--- src/rtl/hyperbus_phy_ctrl.sv ---
// HyperBus transaction engine: turns single 16-bit read/write requests into
// CS#/CA/latency/data/recovery sequences on registered HyperBus pin outputs.
module hyperbus_phy_ctrl #(
    parameter int HBUS_ADDR_WIDTH = 32,
    parameter int HBUS_DATA_WIDTH = 16,
    parameter int LATENCY         = 6,
    parameter int TRWR            = 4,
    parameter int RD_TIMEOUT      = 64
) (
    input  logic                       hbus_clk,
    input  logic                       hbus_rst_n,
    input  logic [HBUS_ADDR_WIDTH-1:0] hbus_adr_i,
    input  logic [HBUS_DATA_WIDTH-1:0] hbus_dat_i,
    output logic [HBUS_DATA_WIDTH-1:0] hbus_dat_o,
    input  logic                       hbus_rrq,
    input  logic                       hbus_wrq,
    output logic                       hbus_ready,
    output logic                       hbus_valid,
    output logic                       hbus_busy,
    output logic                       hbus_err,
    output logic                       hb_cs_n,
    output logic                       hb_ck,
    output logic [7:0]                 hb_dq_o,
    output logic                       hb_dq_oe,
    input  logic [7:0]                 hb_dq_i,
    output logic                       hb_rwds_o,
    output logic                       hb_rwds_oe,
    input  logic                       hb_rwds_i
);

    typedef enum logic [2:0] {S_IDLE, S_CA, S_LAT, S_WDATA, S_RDATA, S_RECOV} state_t;

    localparam logic [15:0] LAT_1X  = 16'(2 * LATENCY - 4);
    localparam logic [15:0] LAT_2X  = 16'(4 * LATENCY - 4);
    localparam logic [15:0] TRWR_M1 = 16'(TRWR - 1);
    localparam logic [15:0] RD_TO   = 16'(RD_TIMEOUT);

    function automatic logic [47:0] ca_word(input logic rd, input logic [31:0] wa);
        ca_word = {rd, 1'b0, 1'b1, wa[31:3], 13'd0, wa[2:0]};
    endfunction

    state_t                     state_q, state_d;
    logic [15:0]                cnt_q, cnt_d;
    logic [HBUS_ADDR_WIDTH-2:0] wadr_q, wadr_d;
    logic [HBUS_DATA_WIDTH-1:0] wdat_q, wdat_d;
    logic                       rd_q, rd_d;
    logic                       lat2x_q, lat2x_d;
    logic                       rwds_prev_q, rwds_prev_d;
    logic [7:0]                 byte_hi_q, byte_hi_d;
    logic                       got_hi_q, got_hi_d;
    logic                       cs_n_q, cs_n_d;
    logic                       ck_q, ck_d;
    logic [7:0]                 dq_o_q, dq_o_d;
    logic                       dq_oe_q, dq_oe_d;
    logic                       rwds_o_q, rwds_o_d;
    logic                       rwds_oe_q, rwds_oe_d;
    logic                       ready_q, ready_d;
    logic                       busy_q, busy_d;
    logic                       valid_q, valid_d;
    logic                       err_q, err_d;
    logic [HBUS_DATA_WIDTH-1:0] dat_o_q, dat_o_d;

    logic [31:0] wa_s;
    logic [47:0] ca_s;
    logic [7:0]  ca_byte_s;
    logic [15:0] lat_len_s;
    logic        accept_s;
    logic        rwds_edge_s;
    logic        unused_s;

    assign unused_s = hbus_adr_i[0];

    // CA word for the latched request and the byte selected by the phase counter
    always_comb begin
        wa_s      = 32'(wadr_q);
        ca_s      = ca_word(rd_q, wa_s);
        ca_byte_s = 8'd0;
        case (cnt_q[2:0])
            3'd0:    ca_byte_s = ca_s[47:40];
            3'd1:    ca_byte_s = ca_s[39:32];
            3'd2:    ca_byte_s = ca_s[31:24];
            3'd3:    ca_byte_s = ca_s[23:16];
            3'd4:    ca_byte_s = ca_s[15:8];
            3'd5:    ca_byte_s = ca_s[7:0];
            default: ca_byte_s = 8'd0;
        endcase
    end

    assign lat_len_s   = lat2x_q ? LAT_2X : LAT_1X;
    assign accept_s    = (hbus_rrq | hbus_wrq) & ready_q;
    assign rwds_edge_s = hb_rwds_i ^ rwds_prev_q;

    // Next-state and next-output logic; pin outputs lag the state by one cycle
    always_comb begin
        state_d     = state_q;
        cnt_d       = cnt_q + 16'd1;
        wadr_d      = wadr_q;
        wdat_d      = wdat_q;
        rd_d        = rd_q;
        lat2x_d     = lat2x_q;
        rwds_prev_d = hb_rwds_i;
        byte_hi_d   = byte_hi_q;
        got_hi_d    = got_hi_q;
        cs_n_d      = 1'b1;
        ck_d        = 1'b0;
        dq_o_d      = 8'd0;
        dq_oe_d     = 1'b0;
        rwds_o_d    = 1'b0;
        rwds_oe_d   = 1'b0;
        ready_d     = 1'b0;
        busy_d      = 1'b1;
        valid_d     = 1'b0;
        err_d       = 1'b0;
        dat_o_d     = dat_o_q;
        case (state_q)
            S_IDLE: begin
                cnt_d    = 16'd0;
                got_hi_d = 1'b0;
                if (accept_s) begin
                    wadr_d  = hbus_adr_i[HBUS_ADDR_WIDTH-1:1];
                    wdat_d  = hbus_dat_i;
                    rd_d    = hbus_rrq;
                    state_d = S_CA;
                end else begin
                    ready_d = 1'b1;
                    busy_d  = 1'b0;
                end
            end
            S_CA: begin
                cs_n_d  = 1'b0;
                dq_oe_d = 1'b1;
                dq_o_d  = ca_byte_s;
                ck_d    = (cnt_q == 16'd0) ? 1'b0 : ~ck_q;
                // cnt 3 is the cycle in which CA byte 2 is on the pins
                if (cnt_q == 16'd3) begin
                    lat2x_d = hb_rwds_i;
                end else begin
                    lat2x_d = lat2x_q;
                end
                if (cnt_q == 16'd5) begin
                    state_d = S_LAT;
                    cnt_d   = 16'd0;
                end else begin
                    state_d = S_CA;
                end
            end
            S_LAT: begin
                cs_n_d = 1'b0;
                ck_d   = ~ck_q;
                if (cnt_q == lat_len_s - 16'd1) begin
                    state_d = rd_q ? S_RDATA : S_WDATA;
                    cnt_d   = 16'd0;
                end else begin
                    state_d = S_LAT;
                end
            end
            S_WDATA: begin
                cs_n_d    = 1'b0;
                ck_d      = ~ck_q;
                dq_oe_d   = 1'b1;
                rwds_oe_d = 1'b1;
                if (cnt_q == 16'd0) begin
                    dq_o_d  = wdat_q[15:8];
                    state_d = S_WDATA;
                end else begin
                    dq_o_d  = wdat_q[7:0];
                    state_d = S_RECOV;
                    cnt_d   = 16'd0;
                end
            end
            S_RDATA: begin
                cs_n_d = 1'b0;
                ck_d   = ~ck_q;
                if (rwds_edge_s && got_hi_q) begin
                    dat_o_d = {byte_hi_q, hb_dq_i};
                    valid_d = 1'b1;
                    state_d = S_RECOV;
                    cnt_d   = 16'd0;
                end else if (cnt_q >= RD_TO) begin
                    err_d   = 1'b1;
                    state_d = S_RECOV;
                    cnt_d   = 16'd0;
                end else if (rwds_edge_s) begin
                    byte_hi_d = hb_dq_i;
                    got_hi_d  = 1'b1;
                end else begin
                    state_d = S_RDATA;
                end
            end
            S_RECOV: begin
                if (cnt_q == TRWR_M1) begin
                    state_d = S_IDLE;
                    cnt_d   = 16'd0;
                end else begin
                    state_d = S_RECOV;
                end
            end
            default: begin
                state_d = S_IDLE;
                cnt_d   = 16'd0;
            end
        endcase
    end

    // State, datapath and registered output flops
    always_ff @(posedge hbus_clk or negedge hbus_rst_n) begin
        if (!hbus_rst_n) begin
            state_q     <= S_IDLE;
            cnt_q       <= 16'd0;
            wadr_q      <= '0;
            wdat_q      <= '0;
            rd_q        <= 1'b0;
            lat2x_q     <= 1'b0;
            rwds_prev_q <= 1'b0;
            byte_hi_q   <= 8'd0;
            got_hi_q    <= 1'b0;
            cs_n_q      <= 1'b1;
            ck_q        <= 1'b0;
            dq_o_q      <= 8'd0;
            dq_oe_q     <= 1'b0;
            rwds_o_q    <= 1'b0;
            rwds_oe_q   <= 1'b0;
            ready_q     <= 1'b1;
            busy_q      <= 1'b0;
            valid_q     <= 1'b0;
            err_q       <= 1'b0;
            dat_o_q     <= '0;
        end else begin
            state_q     <= state_d;
            cnt_q       <= cnt_d;
            wadr_q      <= wadr_d;
            wdat_q      <= wdat_d;
            rd_q        <= rd_d;
            lat2x_q     <= lat2x_d;
            rwds_prev_q <= rwds_prev_d;
            byte_hi_q   <= byte_hi_d;
            got_hi_q    <= got_hi_d;
            cs_n_q      <= cs_n_d;
            ck_q        <= ck_d;
            dq_o_q      <= dq_o_d;
            dq_oe_q     <= dq_oe_d;
            rwds_o_q    <= rwds_o_d;
            rwds_oe_q   <= rwds_oe_d;
            ready_q     <= ready_d;
            busy_q      <= busy_d;
            valid_q     <= valid_d;
            err_q       <= err_d;
            dat_o_q     <= dat_o_d;
        end
    end

    assign hb_cs_n    = cs_n_q;
    assign hb_ck      = ck_q;
    assign hb_dq_o    = dq_o_q;
    assign hb_dq_oe   = dq_oe_q;
    assign hb_rwds_o  = rwds_o_q;
    assign hb_rwds_oe = rwds_oe_q;
    assign hbus_ready = ready_q;
    assign hbus_busy  = busy_q;
    assign hbus_valid = valid_q;
    assign hbus_err   = err_q;
    assign hbus_dat_o = dat_o_q;

endmodule

--- config.mk ---
export PLATFORM = sky130hd
export DESIGN_NAME = hyperbus_phy_ctrl
export DESIGN_NICKNAME = d
export VERILOG_FILES = /design/src/rtl/hyperbus_phy_ctrl.sv
export SDC_FILE = /design/constraint.sdc
export NUM_CORES = 1
export LEC_CHECK = 0
export BUFFER_PORTS_ARGS = -buffer_cell sky130_fd_sc_hd__buf_2
export CORE_AREA = 2 2 142 144
export DETAILED_ROUTE_END_ITERATION = 12
export DIE_AREA = 0 0 144 146
export HOLD_SLACK_MARGIN = 0.15
export SLEW_MARGIN = 20
export SYNTH_ARGS = -nofsm -noshare
export SYNTH_HDL_FRONTEND = slang
export SYNTH_SLANG_ARGS = --single-unit
--- constraint.sdc ---
create_clock -name hbus_clk -period 2.9 [get_ports hbus_clk]
set_input_delay 0.435 -clock hbus_clk [delete_from_list [all_inputs] [get_ports hbus_clk]]
set_output_delay 0.435 -clock hbus_clk [all_outputs]
set_load 0.02 [all_outputs]
==> results.toml <==
[status]
run_status = "complete, no violations"

[clock_network]
h-tree-depth = 3
cts-root-to-sink-buffers = 2
cts_buffers = 9
worst_skew_pair.late_latency_ps = 360
clock_sinks = 110
cts.repair.resized = 0
clock-root-buffer = "sky130_fd_sc_hd__clkbuf_16"
post_cts_hold_buffer_count = 1
cts_tree = "yes"
clkSlewWorstSetupHoldPaths_ps = 80
post_cts_setup_buffers = 0

[layout]
layout.filler_cells = 1978
multi_input_area_mm2 = 0.001884
design.final.nets = 528
layout.cells.non_filler = 733
layout_common_cells = "108 x sky130_fd_sc_hd__dfrtp_1, 90 x sky130_fd_sc_hd__buf_2, 75 x sky130_fd_sc_hd__mux2_2"
fraction_of_layout_instances_using_a_drive_strength_above_1_pct = 42.61
syn_to_final_growth_pct = 22.02
final-seq-area_mm2 = 0.002755
mostFrequentLayoutCell = "sky130_fd_sc_hd__dfrtp_1"

[sta]
finalHoldWorstSlack_ps = 254.5
rsz0062_at_grt = "no"
hold_violation_count_in_the_final_report = 0
clock_skew_ps = 12.33
finalSetupTns_ps = 0
fmax_mhz = 416.3
drv_slew = 0
worst_setup_margin_ps = 497.8
tmin_final_ps = 2402
final_min_period_over_clock_period_pct = 82.84
maxSlewHeadroom_pct = 47.44
tightest_slew_ps = 786.8
finalSetupViolCount = 0

[synthesis]
post_synth_inst_count = 375
syn_nets = 441
netlist_area_mm2 = 0.004778
synth_seq_area_share_pct = 57.66
synth-edff-count = 0
yosys_register_bits = 110
synthFlopType = "sky130_fd_sc_hd__dfrtp_1"
asyncSetResetFlopFracSynth_pct = 100.0
synth.distinct_cells = 48
syn-mean-instance-area_um2 = 12.74
yosys_warnings = 0

[pwr]
portion_of_total_power_attributed_to_sequential_cells_pct = 43.7
power.density_mw_per_mm2 = 939.0
fin_total_pwr_uw = 5475
pwr-share-clk_pct = 22.8
max-vdd-ir-drop_v = 0.0004437
p_sw_uw = 1898
power.internal_uw = 3577
switching_share_pct = 34.67
pwr-share-comb_pct = 33.5
power.leakage_uw = 0.002713

[detailed_routing]
num_vias = 3223
dr.first_iter.drc_count = 128
via_per_inst = 4.397
drt_wl_total_mm = 10.96
drt_first_pass_iters = 5
drt-wirelength-per-cell_um = 14.96
postRouteAntennaNets = 0
drc_errors = 0

[critical_path]
cp.required_ps = 3110
end_kind = "register"
critical_path_launch_point_type = "register"
crit_fanout = 16
setup.worst_path.class = "reg -> reg"
reg2reg_slack_ps = 500
crit_arrival_ps = 2610

[place]
hpwl_mm = 8.032
dp_slack_ps = 495.6
buffer_ports.inserted = 91
place_congestion = 0.7481
numPlacedInstances = 715

[floorplan]
rows = 51
floorplan_die_area_mm2 = 0.02102
coreArea_mm2 = 0.01933
num_io_pins = 94
initial_utilization_pct = 24.71
die-height_um = 146
dieWidth_um = 144

[flow_run]
timing.max_cap.violations = 0

[global_routing]
grt_overflow = 0
number_of_global_route_vias_before_repair = 3432
antenna_found_initial = 1
grt_max_degree = 55
grt.total_usage_pct = 10.76
first_pass_grt_wire_length_mm = 17.68

[min_path]
hold_path.class = "in -> reg"
[logic make-up (layout without fill, tap and decap cells)]
| family | after synthesis | after routing | synth area share, % |
|---|---|---|---|
| compound gates | 43 | 43 | 7.489 |
| xor+xnor | 15 | 15 | 2.749 |
| fa+ha+maj | 5 | 5 | 1.309 |
| buf+inv | 30 | 122 | 3.063 |
| flops | 110 | 110 | 57.66 |
| mux | 75 | 75 | 17.67 |
| other cells | 1 | 2 | 0.07848 |
| simple gates | 96 | 96 | 9.977 |
[sequential cells by signal, indices dropped and copies added (netlist names), 3 cells and up]
name / cells
wdat_q: 16
cnt_q: 16
hb_dq_o: 8
wadr_q: 31
hbus_dat_o: 16
state_q: 3
byte_hi_q: 8
[per-layer routing]
layer  wire length, µm  vias up  share of wire (%)  track usage, %
li1                  -     1506                  -               -
met1              4848     1628                 44           13.70
met2              5475       77                 50           17.83
met3               520       12                4.7           3.093
met4               119        0                1.1           2.892
met5                 0        -                  0               0
[critical path, stage by stage (launching register included)]
cell and delay, ps:
sky130_fd_sc_hd__dfrtp_1 490, sky130_fd_sc_hd__ha_1 390, sky130_fd_sc_hd__nand2b_1 120, sky130_fd_sc_hd__o31ai_2 290, sky130_fd_sc_hd__a31oi_2 180, sky130_fd_sc_hd__a211oi_4 660
sky130_fd_sc_hd__nor2_1 120
[layout make-up]
class                   instances  area share (%)
flip-flops and latches        110           47.25
multi-input cells             235           32.32
repair buffers                 97           8.884
well taps                     265           5.687
clock buffers                   9           3.863
clock inverters                 7           1.373
inverters                       9          0.5794
diodes                          1         0.04292
[power by group through the flow]
stage          combinational, µW  sequential, µW  clock (µW)
6_report                    1830            2400        1250
5_1_grt                     2010            2460        1350
4_1_cts                     1860            2400        1290
3_5_place_dp                1860            2430           0
3_3_place_gp                1800            2400           0
2_1_floorplan               1310            2420           0
[worst paths after layout]
path	startpoint	depth (start not counted)	to
min	hb_rwds_i	1	rwds_prev_q
min in group asynchronous	hbus_rst_n	2	cnt_q[12]
max in group asynchronous	hbus_rst_n	3	hbus_ready
max reg2reg	cnt_q[1]	6	cnt_q[12]
min reg2reg	hb_ck	1	hb_ck
max	cnt_q[1]	6	cnt_q[12]
[synth_stat cells, types with 4 or more instances]
cell type	count	area, µm²
sky130_fd_sc_hd__dfrtp_1	108	2703
sky130_fd_sc_hd__mux2_2	75	844.6
sky130_fd_sc_hd__nor2_1	42	157.7
sky130_fd_sc_hd__nand2_1	14	52.55
sky130_fd_sc_hd__buf_2	9	45.04
sky130_fd_sc_hd__inv_1	9	33.78
sky130_fd_sc_hd__a221o_1	8	80.08
sky130_fd_sc_hd__xor2_1	8	70.07
sky130_fd_sc_hd__a21oi_1	7	35.03
sky130_fd_sc_hd__nand3_1	7	35.03
sky130_fd_sc_hd__xnor2_1	7	61.31
sky130_fd_sc_hd__clkbuf_1	6	22.52
sky130_fd_sc_hd__nand4_1	6	37.54
sky130_fd_sc_hd__nor3_1	6	30.03
sky130_fd_sc_hd__a222oi_1	5	50.05
sky130_fd_sc_hd__ha_1	5	62.56
sky130_fd_sc_hd__and3_1	4	25.02
sky130_fd_sc_hd__buf_4	4	30.03
[metrics by stage]
step / cell area, µm² / util [%]
2_1_floorplan: 4778 / -
3_5_place_dp: 5513 / 28.51
3_3_place_gp: 5513 / 28.51
4_1_cts: 5828 / 30.14
6_report: 5831 / 30.16
5_1_grt: 5831 / 30.16
(Power assumes the default switching activity.)
